**src/rtl/led_rate_counter_pkg.sv**
```systemverilog
// Shared constants for the LED rate counter: board clock frequency and the
// rate-select encodings used by the switch logic and the tick generator.
package led_pkg;

  // Board clock feeding clk30.
  localparam int unsigned CLK30_HZ = 30000000;

  // Rate-select encodings: tick rate is the base rate shifted left by rate_sel.
  localparam logic [1:0] RATE_1X = 2'd0;
  localparam logic [1:0] RATE_2X = 2'd1;
  localparam logic [1:0] RATE_4X = 2'd2;
  localparam logic [1:0] RATE_8X = 2'd3;

  // Prescaler period in clk30 cycles for a given rate. base_cycles is
  // CLK_HZ/TICK_HZ, which is a multiple of 8, so the shift is exact.
  function automatic int unsigned period_cycles(input int unsigned base_cycles,
                                                input logic [1:0]  rate);
    return base_cycles >> rate;
  endfunction

endpackage

```
**src/rtl/led_rate_counter_tick_gen.sv**
```systemverilog
// Prescaler for the LED rate counter. Produces a one-cycle tick enable every
// P = CLK_HZ/(TICK_HZ<<rate_q) cycles of clk30; no derived clock is created.
// A change on rate_sel restarts the period, and clr (driven by the parallel
// load) restarts it as well, even while the prescaler is frozen by en=0.
module tick_gen
  import led_pkg::*;
#(
  parameter int unsigned CLK_HZ  = CLK30_HZ,
  parameter int unsigned TICK_HZ = 1
) (
  input  logic       clk30,
  input  logic       rst,
  input  logic       en,
  input  logic [1:0] rate_sel,
  input  logic       clr,
  output logic       tick_i
);

  // Cycles per tick at the slowest rate; sets the prescaler width.
  localparam int unsigned P0 = CLK_HZ / TICK_HZ;
  localparam int unsigned PW = (P0 > 1) ? $clog2(P0) : 1;

  logic [PW-1:0] pre_cnt_q;
  logic [PW-1:0] pre_cnt_d;
  logic [1:0]    rate_q;
  logic [1:0]    rate_d;
  logic [PW-1:0] last_cnt;
  logic          rate_change;
  logic          at_last;

  // Terminal count for the currently active rate and the tick decision.
  always_comb begin
    last_cnt    = PW'(period_cycles(P0, rate_q) - 1);
    rate_change = (rate_sel != rate_q);
    at_last     = (pre_cnt_q == last_cnt);
    // A rate change swallows the tick that would otherwise fall on this edge.
    tick_i      = en && !rate_change && at_last;
  end

  // Next prescaler count and registered rate.
  always_comb begin
    // NOTE: every always_comb output gets a default first so no path can leave
    // it unassigned, which is what would otherwise infer a latch.
    pre_cnt_d = pre_cnt_q;
    rate_d    = rate_q;
    if (clr) begin
      pre_cnt_d = '0;
    end else if (en) begin
      if (rate_change || at_last) begin
        pre_cnt_d = '0;
      end else begin
        pre_cnt_d = pre_cnt_q + 1'b1;
      end
    end
    if (en && rate_change) begin
      rate_d = rate_sel;
    end
  end

  // Prescaler state registers.
  always_ff @(posedge clk30 or posedge rst) begin
    // NOTE: sequential state uses non-blocking assignments so every flop
    // samples its _d value from before the edge, independent of block order.
    if (rst) begin
      pre_cnt_q <= '0;
      rate_q    <= RATE_1X;
    end else begin
      pre_cnt_q <= pre_cnt_d;
      rate_q    <= rate_d;
    end
  end

endmodule

```
**src/rtl/led_rate_counter.sv**
```systemverilog
// LED rate counter: a WIDTH-bit up/down counter advanced by a selectable-rate
// tick from tick_gen. Supports hold (en=0), parallel load, and wrap or
// saturate at the bounds. tick and wrap are registered one-cycle pulses that
// line up with the count value they announce.
module led_rate_counter
  import led_pkg::*;
#(
  parameter int unsigned CLK_HZ   = CLK30_HZ,
  parameter int unsigned TICK_HZ  = 1,
  parameter int unsigned WIDTH    = 7,
  parameter bit          SATURATE = 1'b0
) (
  input  logic             clk30,
  input  logic             rst,
  input  logic             en,
  input  logic             dir,
  input  logic [1:0]       rate_sel,
  input  logic             load,
  input  logic [WIDTH-1:0] load_val,
  output logic [WIDTH-1:0] count,
  output logic             tick,
  output logic             wrap
);

  localparam logic [WIDTH-1:0] MAX_VAL = {WIDTH{1'b1}};
  localparam logic [WIDTH-1:0] MIN_VAL = '0;

  logic             tick_i;
  logic [WIDTH-1:0] count_q;
  logic [WIDTH-1:0] count_d;
  logic             tick_q;
  logic             tick_d;
  logic             wrap_q;
  logic             wrap_d;

  // The load strobe also restarts the prescaler so the next tick is a full
  // period after the load.
  tick_gen #(
    .CLK_HZ  (CLK_HZ),
    .TICK_HZ (TICK_HZ)
  ) u_tick_gen (
    .clk30    (clk30),
    .rst      (rst),
    .en       (en),
    .rate_sel (rate_sel),
    .clr      (load),
    .tick_i   (tick_i)
  );

  // Next count with load > tick > hold priority; dir only matters on a tick.
  always_comb begin
    count_d = count_q;
    tick_d  = 1'b0;
    wrap_d  = 1'b0;
    if (load) begin
      count_d = load_val;
    end else if (tick_i) begin
      tick_d = 1'b1;
      if (!dir) begin
        if (count_q == MAX_VAL) begin
          wrap_d  = 1'b1;
          count_d = SATURATE ? MAX_VAL : MIN_VAL;
        end else begin
          count_d = count_q + 1'b1;
        end
      end else begin
        if (count_q == MIN_VAL) begin
          wrap_d  = 1'b1;
          count_d = SATURATE ? MIN_VAL : MAX_VAL;
        end else begin
          count_d = count_q - 1'b1;
        end
      end
    end
  end

  // Count and pulse registers; all are cleared and held by rst.
  always_ff @(posedge clk30 or posedge rst) begin
    if (rst) begin
      count_q <= '0;
      tick_q  <= 1'b0;
      wrap_q  <= 1'b0;
    end else begin
      count_q <= count_d;
      tick_q  <= tick_d;
      wrap_q  <= wrap_d;
    end
  end

  assign count = count_q;
  assign tick  = tick_q;
  assign wrap  = wrap_q;

endmodule

```
**config.mk**
```make
export PLATFORM = sky130hd
export DESIGN_NAME = led_rate_counter
export DESIGN_NICKNAME = d
export VERILOG_FILES = /design/src/rtl/led_rate_counter_pkg.sv /design/src/rtl/led_rate_counter_tick_gen.sv /design/src/rtl/led_rate_counter.sv
export SDC_FILE = /design/constraint.sdc
export NUM_CORES = 1
export LEC_CHECK = 0
export CORE_MARGIN = 2
export CORE_UTILIZATION = 25
export CTS_CLUSTER_SIZE = 25
export DETAILED_ROUTE_END_ITERATION = 7
export PLACE_DENSITY = 0.38
export SLEW_MARGIN = 20
export SYNTH_ARGS = -nofsm -noshare
export SYNTH_HDL_FRONTEND = slang
export SYNTH_HIERARCHICAL = 1
export SYNTH_SLANG_ARGS = --single-unit
```
**constraint.sdc**
```tcl
create_clock -name clk30 -period 7.75 [get_ports clk30]
set_input_delay 1.55 -clock clk30 [delete_from_list [all_inputs] [get_ports clk30]]
set_output_delay 1.55 -clock clk30 [all_outputs]
set_load 0.01 [all_outputs]
```
# --- Word-level counts from Yosys, hierarchy flattened ---
# Index checks and enable logic that the tools add are counted.
totals:
  register_bits: 36
  inputBits: 14
classes:
  addsub: 4
  eq_ne: 3
  shift: 1
  n_mux: 15
  n_reduce_logical: 8
ops:
  columns: ["op", "n"]
  rows:
  - ["two-way mux 25 bit", 3]
  - ["two-way mux 7 bit", 5]
  - ["adder 25 x 1 -> 25 bit (second input constant)", 1]
  - ["equality test 25 bit", 1]
  - ["right shift 25 x 2 -> 25 bit (first input constant)", 1]
  - ["subtractor 25 x 1 -> 25 bit (second input constant)", 1]
  - ["adder 7 x 1 -> 7 bit (second input constant)", 1]
  - ["equality test 7 bit (second input constant)", 1]
  - ["zero test 7 bit", 1]
  - ["two-way mux 1 bit", 7]
  - ["subtractor 7 x 1 -> 7 bit (second input constant)", 1]
  - ["nonzero test 2 bit", 2]
  - ["logical AND 1 bit", 3]
  - ["inequality test 2 bit", 1]
  - ["zero test 1 bit", 1]
  - ["logical OR 1 bit", 1]

# --- Longest topological paths before layout ---
logic_depth:
  ltp_word: 7
  ltp_mapped: 11
  depth_no_buf: 10

# --- Cells and area by module ---
# Netlist, hierarchy kept.
modules_own_cells:
  columns: ["module", "instances", "cells_each", "area_each_um2", "seq_area_each_um2"]
  rows:
  - ["tick_gen", 1, 210, 1874.3, 675.6]
  - ["led_rate_counter", 1, 92, 774.5, 225.2]

# --- Worst setup path after synthesis ---
# No wires, ideal clock.
synth_path:
  path_type: "input to register"
  from: "input rate_sel[1]"
  to: "register count_q[6], in the netlist count[6]"
  t_arrival_ps: 2703
  path_slack_ps: 4962
  path_stages: 7
  cell_sequence: "xnor2_1 nand3_1 nor3_1 buf_2 inv_1 a2111o_1 a32oi_1"
synth_between:
  elab_chain_cells: 5
synth_rtl:
  columns: ["item", "line", "source"]
  rows:
  - ["start: declaration", "led_rate_counter.sv:17", "input logic [1:0] rate_sel,"]
  - ["inequality test 2 bit", "led_rate_counter_tick_gen.sv:34", "rate_change = (rate_sel != rate_q);"]
  - ["zero test 1 bit", "led_rate_counter_tick_gen.sv:37", "tick_i = en && !rate_change && at_last;"]
  - ["logical AND 1 bit (2 in series)", "led_rate_counter_tick_gen.sv:37", null]
  - ["via tick_i", "led_rate_counter.sv:28", "logic tick_i;"]
  - ["nonzero test 2 bit (no source line)", null, null]
  - ["end signal: assignment", "led_rate_counter.sv:84", "count_q <= count_d;"]
  - ["end: declaration", "led_rate_counter.sv:29", "logic [WIDTH-1:0] count_q;"]
# The timed path passes the listed nets, and every way through them passes these cells.
# A chain may end at the register's enable or synchronous reset.

# --- Worst setup path in the final report ---
layout_path:
  from: "input en"
  to: "register u_tick_gen.pre_cnt_q[18]"
layout_between:
  elab_chain_cells: 1
layout_rtl:
  columns: ["item", "line", "source"]
  rows:
  - ["start: declaration", "led_rate_counter.sv:15", "input logic en,"]
  - ["nonzero test 2 bit (no source line)", null, null]
  - ["end signal: assignment", "led_rate_counter_tick_gen.sv:68", "pre_cnt_q <= pre_cnt_d;"]
  - ["end: declaration", "led_rate_counter_tick_gen.sv:23", "logic [PW-1:0] pre_cnt_q;"]
# No other way between the ends.

==> impl_results.md <==
- Max incr delay on CP: 0.64 ns
- Switch Pwr: 0.120 mW
- WHS: 0.524 ns
- Chip height: 107 µm
- Synth Area per Inst: 8.77 µm²
- Non-Filler Instances: 456
- CTS tree: done
- Total power: 0.417 mW
- Grt met3 use: 2.31%
- Internal power: 0.298 mW
- Die width: 107 µm
- Initial antenna violation count: 0
- Root buffer cell: clkbuf_8
- Largest net degree at the start of global routing: 28
- Setup Crit Path Kind: input port to flop
- Placement-stage worst setup slack: 4.08 ns
- Routing usage on met1: 18.4%
- Setup crit start kind: input port
- Synth warnings: 6
- Clock power share: 34.2%
- Syn Inst Count: 302
- Finished Cell Area: 3040 µm²
- Sequential group share of total power: 49.1%
- # nets final: 345
- Row count: 37
- Max Freq: 302 MHz
- Fill count: 1094
- Routability cong.: 0.777
- Register area share after synthesis: 34.0%
- Antenna fix cells: 0
- Starting DRT DRC Count: 122
- Fin worst setup slack: 4.44 ns
- Unrepaired setup endpoints after global routing: false
- Max-Cap Viols: 0
- FFs w/ async S/R, synth: 100%
- Delay-heaviest family, CP: simple AND/OR/NAND/NOR gates
- Sw Ratio: 28.7%
- Die area: 11400 µm²
- Antenna viol nets, final: 0
- Drt via density: 4.92
- Most common cell on crit path: nand3_1
- Worst slew pin tran: 0.977 ns
- Dpl cells: 448
- Post-CTS Setup Bufs: 0
- DRC viols: 0
- Gate power share: 16.7%
- Final Hold Fails: 0
- Power Density: 137 nW/µm²
- Final max-slew violation count: 0
- Hold WC Path Type: flop to flop
- Core Footprint: 10300 µm²
- Clock buffer depth: 2
- # port buffers: 22
- M2 GR Usage: 22.4%
- Setup TNS: 0 ns
- Cell area after synthesis: 2650 µm²
- Peak VDD IR: 0.0000601 V
- EDFF count, synth: 0
- Most frequent cells in the layout: dfrtp_1, nand2_1, nand3_1
- Routed WL per cell: 15.9 µm
- Tmin final: 3.31 ns
- Most Used Layer, Global Route: met2
- CP cell instances: clkdlybuf4s50_1 -> nand3_1 -> nor2_1 -> o21ai_2 -> or4_1 -> nand3_1
- Layout cells sized above 1: 10.0%
- Ports: 23
- Total gr overflow: 0
- Area growth, synth to finish: 14.7%
- Initial Utilization: 25.7%
- Final period util: 42.7%
- Final Util: 29.4%
- Drt pass-1 iters: 4
- Cell variety after synth: 68
- Main synth FF type: dfrtp_1
- Post-cts resize count: 0
- Clk Latency, worst-skew pair: 0.29 ns
- CTS Hold Bufs: 0
- Data required time of the worst path: 7.98 ns
- Clock Pin Slew Worst Setup and Hold Paths: 0.08 ns
- Global Route Usage Sum: 13.6%
- CP Max Fanout: 22
- Leakage power: 1.18 nW
- DP HPWL: 5120 µm
- Status: completed
- Commonest non-fill, non-tap cell in the layout: dfrtp_1
- Final Skew: 0.0133 ns
- Routed WL: 7240 µm
- Via count: 2244
- Crit path max-delay cell type: clkdlybuf4s50_1
- Dpl cell area: 2950 µm²
- First-pass GRT wire length: 12300 µm
- Final setup violation count: 0
- Vias in the first global route: 2267
- Num CTS Buffers: 5
- CP endpoint kind: flop
- Synthesized net count: 328
- H-Tree Depth: 2
- Relative slew slack: 34.9%
- FF+latch count, synth: 36
- CP Buf/Inv Count: 1
- Crit path DAT: 3.54 ns
- Clk sinks: 36
## worst reg2reg max path, stage by stage, from the launching register on
cell     delay, ns
dfrtp_1       0.54
inv_1         0.22
ha_1          0.35
a21oi_1       0.05
nor4_1        0.35
nand4_1       0.26
o21ai_2       0.82
o22ai_1       0.19
a22o_1        0.22
## path summary, 6_finish.rpt
| check | start | end | slack (ns) | cells past startpoint |
|---|---|---|---|---|
| worst max-delay path | en | u_tick_gen/pre_cnt_q[18] | 4.44 | 6 |
| worst min-delay path | u_tick_gen/pre_cnt_q[0] | u_tick_gen/pre_cnt_q[0] | 0.52 | 1 |
| worst max register to register | u_tick_gen/rate_q[1] | u_tick_gen/pre_cnt_q[2] | 4.64 | 8 |
| worst min register to register | u_tick_gen/pre_cnt_q[0] | u_tick_gen/pre_cnt_q[0] | 0.52 | 1 |
| max in group asynchronous | rst | u_tick_gen/rate_q[0] | 5.80 | 3 |
| min in group asynchronous | rst | count[5] | 1.58 | 2 |
## power by group through the flow
stage	Clock [mW]	Sequential [mW]	Combinational, mW
after global placement	0	0.209	0.0705
after floorplan	0	0.203	0.0500
after CTS	0.151	0.205	0.0713
after detailed placement	0	0.209	0.0708
final	0.143	0.205	0.0696
after global routing	0.159	0.206	0.0794
## layout make-up
| class | instances | area [µm²] | area share, % |
|---|---|---|---|
| Tap cell | 136 | 170 | 5.60 |
| Clock buffer | 8 | 90.1 | 2.96 |
| Multi-Input combinational cell | 232 | 1560 | 51.3 |
| Timing Repair Buffer | 26 | 250 | 8.23 |
| Sequential cell | 36 | 901 | 29.6 |
| Inverter | 18 | 67.6 | 2.22 |
## synthesized netlist by cell type (all sizes together) (5+ instances only)
master / number / area, µm²
ha: 12 / 150
nor3: 6 / 35.0
inv: 18 / 67.6
o311ai: 6 / 52.6
dfrtp: 36 / 901
a21oi: 16 / 80.1
buf: 13 / 103
or3: 11 / 75.1
nand2: 34 / 128
nand3: 31 / 173
nand4: 5 / 31.3
o21ai: 17 / 88.8
nor2: 15 / 56.3
and3: 7 / 53.8
xnor2: 8 / 70.1
xor2: 5 / 43.8
## sequential cells by signal (all words and copies together), names as in the netlist
name / cells
u_tick_gen/pre_cnt_q: 25
count: 7
u_tick_gen/rate_q: 2
tick: 1
wrap: 1
## per-layer routing
layer,up-vias,wire (µm)
li1,1136,-
met3,4,186
met1,1070,3580
met4,0,65
met2,34,3410
met5,-,0
## cell families after synthesis
group | Yosys count | synth area share [%]
and+or+nand+nor | 135 | 29.9
AOI/OAI and AO/OA | 70 | 18.2
DFF | 36 | 34.0
buffers and inverters | 34 | 7.09
xor gates and xnor gates | 13 | 4.30
adders and majority gates | 12 | 5.67
muxes | 2 | 0.803
(Power assumes the default switching activity.)
